### src/rtl/cpu_handshake_sender.sv
// Initiator end of a 4-phase SEND/ACK link: latches a word on request, walks
// SEND through raise / wait-ACK-high / drop / wait-ACK-low, with a per-phase
// timeout, a sticky error flag and a completed-transfer counter.
module cpu_handshake_sender #(
    parameter int unsigned SYNC_STAGES    = 2,
    parameter int unsigned TIMEOUT_CYCLES = 1024,
    parameter int unsigned CNT_W          = 16
) (
    input  logic             clk_cpu,
    input  logic             rst_cpu,
    input  logic             start_cpu,
    input  logic [31:0]      inputData_cpu,
    input  logic             ACK_cpu,
    output logic             SEND_cpu,
    output logic [31:0]      outData_cpu,
    output logic             busy_cpu,
    output logic             done_cpu,
    output logic             timeout_cpu,
    output logic [CNT_W-1:0] xferCount_cpu
);

    localparam int unsigned DATA_W   = 32;
    // Fewer than two synchronizer flops is never safe; clamp silently.
    localparam int unsigned SYNC_N   = (SYNC_STAGES < 2) ? 2 : SYNC_STAGES;
    localparam bit          TMO_EN   = (TIMEOUT_CYCLES != 0);
    // Timer only needs to reach TIMEOUT_CYCLES-1 before the phase is abandoned.
    localparam int unsigned TMR_W    = (TIMEOUT_CYCLES < 2) ? 1 : $clog2(TIMEOUT_CYCLES);
    localparam int unsigned TMR_LAST = TMO_EN ? (TIMEOUT_CYCLES - 1) : 0;

    typedef enum logic [2:0] {
        S_IDLE = 3'd0,
        S_REQ  = 3'd1,
        S_REL  = 3'd2,
        S_DONE = 3'd3,
        S_ERR  = 3'd4
    } state_t;

    state_t              state_q, state_n;
    logic [SYNC_N-1:0]   ack_sync_q;
    logic                ack_s;
    logic [TMR_W-1:0]    timer_q, timer_n;
    logic [DATA_W-1:0]   data_q, data_n;
    logic                tmo_q, tmo_n;
    logic [CNT_W-1:0]    cnt_q, cnt_n;
    logic                send_q;
    logic                busy_q;
    logic                done_q;
    logic                tmr_hit_c;

    // ACK crosses from the peripheral clock domain through a plain flop chain.
    always_ff @(posedge clk_cpu or posedge rst_cpu) begin
        if (rst_cpu) begin
            ack_sync_q <= '0;
        end else begin
            ack_sync_q <= {ack_sync_q[SYNC_N-2:0], ACK_cpu};
        end
    end

    assign ack_s = ack_sync_q[SYNC_N-1];

    // Phase budget exhausted when the timer sits on its last allowed value.
    assign tmr_hit_c = TMO_EN && (timer_q == TMR_W'(TMR_LAST));

    // FSM state, timer, latched data, error flag and counter registers.
    always_ff @(posedge clk_cpu or posedge rst_cpu) begin
        if (rst_cpu) begin
            state_q <= S_IDLE;
            timer_q <= '0;
            data_q  <= '0;
            tmo_q   <= 1'b0;
            cnt_q   <= '0;
        end else begin
            state_q <= state_n;
            timer_q <= timer_n;
            data_q  <= data_n;
            tmo_q   <= tmo_n;
            cnt_q   <= cnt_n;
        end
    end

    // Next-state logic; only the synchronized ACK steers the phases.
    always_comb begin
        state_n = state_q;
        timer_n = timer_q;
        data_n  = data_q;
        tmo_n   = tmo_q;
        cnt_n   = cnt_q;

        case (state_q)
            S_IDLE: begin
                // A still-high ACK from a previous cycle blocks acceptance.
                if (start_cpu && !ack_s) begin
                    state_n = S_REQ;
                    data_n  = inputData_cpu;
                    tmo_n   = 1'b0;
                    timer_n = '0;
                end
            end
            S_REQ: begin
                if (ack_s) begin
                    state_n = S_REL;
                    timer_n = '0;
                end else if (tmr_hit_c) begin
                    state_n = S_ERR;
                end else if (TMO_EN) begin
                    timer_n = timer_q + TMR_W'(1);
                end
            end
            S_REL: begin
                if (!ack_s) begin
                    state_n = S_DONE;
                end else if (tmr_hit_c) begin
                    state_n = S_ERR;
                end else if (TMO_EN) begin
                    timer_n = timer_q + TMR_W'(1);
                end
            end
            S_DONE: begin
                state_n = S_IDLE;
                cnt_n   = cnt_q + CNT_W'(1);
            end
            S_ERR: begin
                tmo_n = 1'b1;
                // Wait for the peripheral to release ACK before re-arming.
                if (!ack_s) begin
                    state_n = S_IDLE;
                end
            end
            default: begin
                state_n = S_IDLE;
            end
        endcase
    end

    // Handshake and status outputs follow the state one edge later.
    always_ff @(posedge clk_cpu or posedge rst_cpu) begin
        if (rst_cpu) begin
            send_q <= 1'b0;
            busy_q <= 1'b0;
            done_q <= 1'b0;
        end else begin
            send_q <= (state_q == S_REQ);
            busy_q <= (state_q != S_IDLE);
            done_q <= (state_q == S_DONE);
        end
    end

    assign SEND_cpu      = send_q;
    assign outData_cpu   = data_q;
    assign busy_cpu      = busy_q;
    assign done_cpu      = done_q;
    assign timeout_cpu   = tmo_q;
    assign xferCount_cpu = cnt_q;

endmodule

### config.mk
export PLATFORM = sky130hd
export DESIGN_NAME = cpu_handshake_sender
export DESIGN_NICKNAME = d
export VERILOG_FILES = /design/src/rtl/cpu_handshake_sender.sv
export SDC_FILE = /design/constraint.sdc
export NUM_CORES = 1
export LEC_CHECK = 0
export ABC_AREA = 1
export CORE_MARGIN = 10
export CORE_UTILIZATION = 48
export CTS_CLUSTER_DIAMETER = 80
export CTS_CLUSTER_SIZE = 28
export DETAILED_ROUTE_END_ITERATION = 8
export PLACE_DENSITY = 0.8
export SLEW_MARGIN = 30
export SYNTH_ARGS = -nofsm -noshare
export SYNTH_HDL_FRONTEND = slang
export SYNTH_SLANG_ARGS = --single-unit
### constraint.sdc
create_clock -name clk_cpu -period 2.6 [get_ports clk_cpu]
set_input_delay 0.52 -clock clk_cpu [delete_from_list [all_inputs] [get_ports clk_cpu]]
set_output_delay 0.52 -clock clk_cpu [all_outputs]
set_load 0.01 [all_outputs]
==> results of run 1 <==
## placed cells by master (no fill, tap or decap), types with 4 or more instances in the layout
cell type	n
sky130_fd_sc_hd__nand4_1	7
sky130_fd_sc_hd__xor2_1	8
sky130_fd_sc_hd__nor3_1	7
sky130_fd_sc_hd__clkbuf_8	9
sky130_fd_sc_hd__nor2_2	4
sky130_fd_sc_hd__inv_2	9
sky130_fd_sc_hd__o21ai_0	8
sky130_fd_sc_hd__nand2_2	4
sky130_fd_sc_hd__inv_1	40
sky130_fd_sc_hd__nor2_1	21
sky130_fd_sc_hd__a21oi_1	4
sky130_fd_sc_hd__nand2_1	146
sky130_fd_sc_hd__dfrtp_1	67
sky130_fd_sc_hd__nand3_1	14
sky130_fd_sc_hd__clkdlybuf4s50_1	87
## where the power goes
part	leakage (nW)	switching (W)	internal, W
sequential	0.866	0.000242	0.00140
combinational	1.15	0.000873	0.000841
clock	0.109	0.000407	0.000538
## layer usage
metal	global-route usage	wire, um	vias to the layer above
met5	0	0	-
met4	0.0696	140	0
met3	0.0440	535	15
met2	0.250	3560	80
met1	0.177	3210	1249
li1	-	-	1320
## final cells by class
type	instances	area, sq um
inverter	49	184
fill	487	2020
sequential	67	1680
clock buffer	9	124
clock inverter	7	91.3
tap	77	96.3
multi-input combinational	244	1180
timing repair buffer	89	898
## through the flow
| step | setup slack [ns] | cell area, sq um | utilization | hold slack [ns] |
|---|---|---|---|---|
| floorplan | 0.397 | 3080 | - | 0.331 |
| global placement | 0.632 | 4040 | 0.644 | 0.335 |
| detailed placement | 0.560 | 4040 | 0.644 | 0.339 |
| CTS | 0.712 | 4260 | 0.678 | 0.355 |
| global route | 0.593 | 4260 | 0.678 | 0.361 |
| finish | 0.726 | 4260 | 0.678 | 0.351 |
## sequential cells by signal (all words and copies together) (netlist names)
name,flops
busy_cpu,1
done_cpu,1
ack_sync_q,2
SEND_cpu,1
timer_q,10
xferCount_cpu,16
outData_cpu,32
state_q,3
timeout_cpu,1
## worst paths after layout
| kind | startpoint | end | slack [ns] | depth (start not counted) |
|---|---|---|---|---|
| worst max-delay path | xferCount_cpu[2] | xferCount_cpu[2] | 0.73 | 1 |
| worst min-delay path | ack_sync_q[0] | ack_sync_q[1] | 0.35 | 0 |
| worst max register to register | state_q[1] | outData_cpu[24] | 0.85 | 8 |
| worst min register to register | ack_sync_q[0] | ack_sync_q[1] | 0.35 | 0 |
| max in group asynchronous | rst_cpu | outData_cpu[30] | 1.75 | 3 |
| min in group asynchronous | rst_cpu | xferCount_cpu[9] | 0.57 | 3 |
## cell families (layout without fill, tap and decap cells)
family,Yosys count,in the layout,share of synthesized area
compound gates,18,18,0.0313
xor+xnor,10,10,0.0285
fa+ha+maj,2,2,0.00814
buf+inv,55,154,0.0696
flops,67,67,0.545
simple gates,214,214,0.317
==> results_tabular.tex, run 1 <==
\begin{tabular}{lr}
\hline
Metric & Value \\
\hline
\multicolumn{2}{l}{\textbf{Floorplan}} \\
\quad Starting density of the core & 0.490 \\
\quad Row cnt & 29 \\
\quad Floorplan Core Area & between 6000 and 7000 sq um \\
\quad Die Footprint & between 10000 and 15000 sq um \\
\quad Vertical extent of the die & approximately 100 um \\
\quad Ports & 88 \\
\quad Die width & 100 um \\
\multicolumn{2}{l}{\textbf{Drt}} \\
\quad Initial DRC Count & 116 \\
\quad Average detailed-routed wire length per instance & $\sim$14 um \\
\quad Detail Route Antenna Nets & 0 \\
\quad Length of the first detailed-routing pass in iterations & 6 \\
\quad Via-per-instance ratio & 4.92 \\
\quad Total vias in the final route & about 2700 \\
\quad Total wire length after detailed routing & approximately 7400 um \\
\quad Post-route DRC violation count & 0 \\
\multicolumn{2}{l}{\textbf{Yosys}} \\
\quad Primary FF master, synth & sky130\_fd\_sc\_hd\_\_dfrtp\_1 \\
\quad Async set or reset register ratio after synthesis & 1.00 \\
\quad \#FFs+latches synth & 67 \\
\quad Cell count after synthesis & roughly 370 \\
\quad Synth top area share & 0.545 \\
\quad Share of synthesized area occupied by flip-flops and latches & 0.545 \\
\quad Number of warnings reported in the yosys synthesis log & 0 \\
\quad Biggest area contributors in the synthesized netlist & sky130\_fd\_sc\_hd\_\_dfrtp\_1, sky130\_fd\_sc\_hd\_\_nand2\_1, sky130\_fd\_sc\_hd\_\_inv\_1 \\
\quad Count of flip-flops with a built-in enable after synthesis & 0 \\
\quad Cell variety after synth & 27 \\
\quad Avg Inst Size Synth & $\sim$8.4 sq um \\
\quad Cell type with the largest total area after synthesis & sky130\_fd\_sc\_hd\_\_dfrtp\_1 \\
\quad List of most frequent post-synthesis cells & sky130\_fd\_sc\_hd\_\_nand2\_1, sky130\_fd\_sc\_hd\_\_dfrtp\_1, sky130\_fd\_sc\_hd\_\_inv\_1 \\
\quad Net count after synthesis & 404 \\
\quad Most instantiated library cell after synthesis & sky130\_fd\_sc\_hd\_\_nand2\_1 \\
\quad Post-Syn Area & about 3100 sq um \\
\multicolumn{2}{l}{\textbf{CTS}} \\
\quad Maximum buffer depth of the clock tree & 2 \\
\quad Cells resized by post-CTS repair & 0 \\
\quad Setup fix buffers added after clock tree synthesis & 0 \\
\quad Total number of clock tree sinks & 67 \\
\quad Number of H-tree levels & 3 \\
\quad Clock Latency Late Sink & between 0.3 and 0.4 ns \\
\quad Clock tree from TritonCTS & done \\
\quad Clock buffer count from CTS & 9 \\
\quad Number of buffers inserted by hold repair at cts & 0 \\
\quad Clk Tree Root Cell & sky130\_fd\_sc\_hd\_\_clkbuf\_8 \\
\quad Clock-pin slew reported for the worst setup and hold paths after clock tree synthesis & 0.08 ns \\
\multicolumn{2}{l}{\textbf{Timing}} \\
\quad Time the final worst path needs with I/O delays and setup & approximately 1.9 ns \\
\quad Clk\_skew & roughly 0.011 ns \\
\quad Slew Viols, Final & 0 \\
\quad Final setup violation count & 0 \\
\quad Actual transition at the worst max-transition pin & 0.560 ns \\
\quad Peak clock frequency supported by timing & roughly 0.53 GHz \\
\quad Slew headroom & 0.626 \\
\quad Final worst path period share & 0.721 \\
\quad Total negative slack & 0 ns \\
\quad Setup repair after global routing missed its margin & false \\
\quad Final hold violation count & 0 \\
\multicolumn{2}{l}{\textbf{GRT}} \\
\quad Global-route total usage across every layer & 0.151 \\
\quad Number of global-route vias before repair & between 2000 and 3000 \\
\quad Largest net degree at the start of global routing & roughly 70 \\
\quad Total gr overflow & 0 \\
\quad Initial antenna violation count & 0 \\
\quad Global-route wire length before repair & $\sim$12000 um \\
\multicolumn{2}{l}{\textbf{Min path}} \\
\quad Worst hold path type & flip-flop to flip-flop \\
\multicolumn{2}{l}{\textbf{Critical path}} \\
\quad Critical path type & flip-flop to primary output \\
\quad Required time at the worst-slack endpoint & 2.08 ns \\
\quad Worst endpoint data arrival time & about 1.4 ns \\
\quad Highest net fanout along the worst path & 5 \\
\quad Crit path cell chain & clkdlybuf4s50\_1 \\
\quad Type of origin of the critical path & flip-flop \\
\quad Critical path's largest stage delay & approximately 0.57 ns \\
\quad Top Family by Delay on Critical Path & buffers and inverters \\
\quad Sum of buffers and inverters on the critical path & 1 \\
\quad Crit-path slowest cell & sky130\_fd\_sc\_hd\_\_clkdlybuf4s50\_1 \\
\quad Category of the worst setup path capture point & primary output \\
\multicolumn{2}{l}{\textbf{Placement}} \\
\quad Total half-perimeter wirelength after legalization and detailed placement & about 5500 um \\
\quad PortBufs & 87 \\
\quad Placed instance count & 526 \\
\quad Gp weighted congestion & 0.973 \\
\multicolumn{2}{l}{\textbf{Power}} \\
\quad Power Dens Cells & a little over 1000 nW/um\^{}2 \\
\quad Worst vdd ir & 0.631 mV \\
\quad Total power of the final layout & approximately 0.0043 W \\
\quad Leakage dissipation & $\sim$2.1 nW \\
\multicolumn{2}{l}{\textbf{Finish}} \\
\quad Number of nets in the finished design & 498 \\
\quad Area growth syn-to-layout & 38.4\% \\
\quad Non-Filler Instances & around 540 \\
\quad Fraction of layout instances using a drive strength above 1 & 0.0989 \\
\quad Number of diodes & 0 \\
\multicolumn{2}{l}{\textbf{Flow run}} \\
\quad Number of maximum-capacitance constraint violations & 0 \\
\multicolumn{2}{l}{\textbf{Outcome}} \\
\quad Run status & completed \\
\hline
\end{tabular}
Power figures use the tool's default switching activity.
==> run 2, diff against run 1 <==
clock period = 2 ns   (was 2.6 ns; I/O delays follow)
==> run 2 against run 1 <==
  * Hold slack improved by 0.0088 ns
  * Global-route usage increased by 0.25 points
  * First-iteration DRC count decreased by 27%
  * Largest power group unchanged
==> results_tabular.tex, run 2 (synthesis results as in run 1) <==
\begin{tabular}{lr}
\hline
Metric & Value \\
\hline
\multicolumn{2}{l}{\textbf{GRT}} \\
\quad Global-route total usage across every layer & 0.154 \\
\quad Global-route wire length before repair & around 13000 um \\
\quad Initial antenna violation count & 0 \\
\quad Largest net degree at the start of global routing & 34 \\
\quad Total gr overflow & 0 \\
\quad Number of global-route vias before repair & 2565 \\
\multicolumn{2}{l}{\textbf{CTS}} \\
\quad Clock-pin slew reported for the worst setup and hold paths after clock tree synthesis & 0.07 ns \\
\quad Number of H-tree levels & 3 \\
\quad Number of buffers inserted by hold repair at cts & 0 \\
\quad Clock buffer count from CTS & 9 \\
\quad Total number of clock tree sinks & 67 \\
\quad Clock tree from TritonCTS & done \\
\quad Setup fix buffers added after clock tree synthesis & 0 \\
\quad Cells resized by post-CTS repair & 0 \\
\quad Maximum buffer depth of the clock tree & 2 \\
\quad Clock Latency Late Sink & between 0.3 and 0.4 ns \\
\quad Clk Tree Root Cell & sky130\_fd\_sc\_hd\_\_clkbuf\_8 \\
\multicolumn{2}{l}{\textbf{Drt}} \\
\quad Total wire length after detailed routing & around 7600 um \\
\quad Post-route DRC violation count & 0 \\
\quad Average detailed-routed wire length per instance & 13.9 um \\
\quad Detail Route Antenna Nets & 0 \\
\quad Length of the first detailed-routing pass in iterations & 4 \\
\quad Via-per-instance ratio & 4.77 \\
\quad Initial DRC Count & between 80 and 90 \\
\quad Total vias in the final route & 2602 \\
\multicolumn{2}{l}{\textbf{Finish}} \\
\quad Leading cell type in the layout, fill and taps excluded & sky130\_fd\_sc\_hd\_\_nand2\_1 \\
\quad Number of diodes & 0 \\
\quad Fraction of layout instances using a drive strength above 1 & 0.105 \\
\quad Area growth syn-to-layout & 39.7\% \\
\quad Flip-flop count of the largest register, all copies and words added & 32 \\
\quad Register area & between 1500 and 2000 sq um \\
\quad Filler cell count in the final layout & just over 500 \\
\quad Highest-count cells in the layout ignoring fill and taps & sky130\_fd\_sc\_hd\_\_nand2\_1, sky130\_fd\_sc\_hd\_\_clkdlybuf4s50\_1, sky130\_fd\_sc\_hd\_\_dfrtp\_1, sky130\_fd\_sc\_hd\_\_inv\_1, sky130\_fd\_sc\_hd\_\_nor2\_1 \\
\quad Multi-input combinational cell area & 1180 sq um \\
\quad Number of nets in the finished design & $\sim$500 \\
\quad Non-Filler Instances & 545 \\
\multicolumn{2}{l}{\textbf{Placement}} \\
\quad PortBufs & slightly below 90 \\
\quad Gp weighted congestion & between 0.9 and 1 \\
\quad Placed instance count & between 500 and 600 \\
\quad Worst slack, placed & 0.193 ns \\
\quad Total half-perimeter wirelength after legalization and detailed placement & around 6000 um \\
\multicolumn{2}{l}{\textbf{Critical path}} \\
\quad Category of the worst setup path capture point & primary output \\
\quad Crit path cell chain & clkdlybuf4s50\_1 \\
\quad Crit-path slowest cell & sky130\_fd\_sc\_hd\_\_clkdlybuf4s50\_1 \\
\quad Top Family by Delay on Critical Path & buffers and inverters \\
\quad Critical path's largest stage delay & 0.58 ns \\
\quad Required time at the worst-slack endpoint & between 1.5 and 2 ns \\
\quad Sum of buffers and inverters on the critical path & 1 \\
\quad Worst endpoint data arrival time & between 1 and 1.5 ns \\
\quad Type of origin of the critical path & flip-flop \\
\quad Highest net fanout along the worst path & 5 \\
\quad Critical path type & flip-flop to primary output \\
\quad Register-to-register setup slack & just under 0.4 ns \\
\multicolumn{2}{l}{\textbf{Floorplan}} \\
\quad Die Footprint & between 10000 and 15000 sq um \\
\quad Vertical extent of the die & 100 um \\
\quad Floorplan Core Area & 6280 sq um \\
\quad Ports & 88 \\
\quad Starting density of the core & 0.490 \\
\quad Die width & between 100 and 150 um \\
\quad Row cnt & 29 \\
\multicolumn{2}{l}{\textbf{Outcome}} \\
\quad Run status & completed \\
\multicolumn{2}{l}{\textbf{Timing}} \\
\quad Clk\_skew & between 0.01 and 0.015 ns \\
\quad Final worst path period share & 0.875 \\
\quad Setup repair after global routing missed its margin & false \\
\quad Setup slack of the critical path after layout & about 0.25 ns \\
\quad Actual transition at the worst max-transition pin & 0.569 ns \\
\quad Time the final worst path needs with I/O delays and setup & about 1.8 ns \\
\quad Slew headroom & 0.620 \\
\quad Total negative slack & 0 ns \\
\quad Peak clock frequency supported by timing & around 0.57 GHz \\
\quad Final hold violation count & 0 \\
\quad Final setup violation count & 0 \\
\quad Slew Viols, Final & 0 \\
\multicolumn{2}{l}{\textbf{Flow run}} \\
\quad Number of maximum-capacitance constraint violations & 0 \\
\multicolumn{2}{l}{\textbf{Power}} \\
\quad Leakage dissipation & roughly 2.1 nW \\
\quad Worst vdd ir & 0.748 mV \\
\quad Total power of the final layout & between 0.005 and 0.006 W \\
\quad Power Dens Cells & 1300 nW/um\^{}2 \\
\multicolumn{2}{l}{\textbf{Min path}} \\
\quad Worst hold path type & flip-flop to flip-flop \\
\hline
\end{tabular}
-- run 2: path summary, 6_finish.rpt --
check / startpoint / endpoint / cells past startpoint
setup / recovery: xferCount_cpu[7] / xferCount_cpu[7] / 1
max in group asynchronous: rst_cpu / timer_q[2] / 3
hold reg to reg: ack_sync_q[0] / ack_sync_q[1] / 0
min in group asynchronous: rst_cpu / xferCount_cpu[15] / 2
setup reg to reg: timer_q[0] / timer_q[0] / 7
hold / removal: ack_sync_q[0] / ack_sync_q[1] / 0
-- run 2: through the flow --
step	hold WS, ns	util	cell area [sq um]
floorplan	0.331	-	3080
global placement	0.339	0.650	4080
detailed placement	0.336	0.650	4080
CTS	0.366	0.684	4300
global route	0.382	0.684	4300
finish	0.360	0.684	4300
-- run 2: report_power, final --
group	internal (W)	switching (W)	total (W)	leakage, nW
clock network	0.000696	0.000511	0.00121	0.101
logic	0.00111	0.00115	0.00226	1.16
registers	0.00181	0.000304	0.00212	0.866
total	0.00362	0.00196	0.00558	2.13
-- run 2: final cells by class --
cell class | instances | share of cell area
Sequential cell | 67 | 0.390
Multi-Input combinational cell | 244 | 0.276
Timing Repair Buffer | 92 | 0.217
Inverter | 49 | 0.0437
Clock buffer | 9 | 0.0288
Tap cell | 77 | 0.0224
Clock inverter | 7 | 0.0216
-- run 2: metal layers --
layer,track usage,vias up,share of wire
li1,-,1320,-
met3,0.0584,9,0.074
met1,0.187,1198,0.43
met2,0.243,75,0.48
met4,0.0543,0,0.014
met5,0,-,0
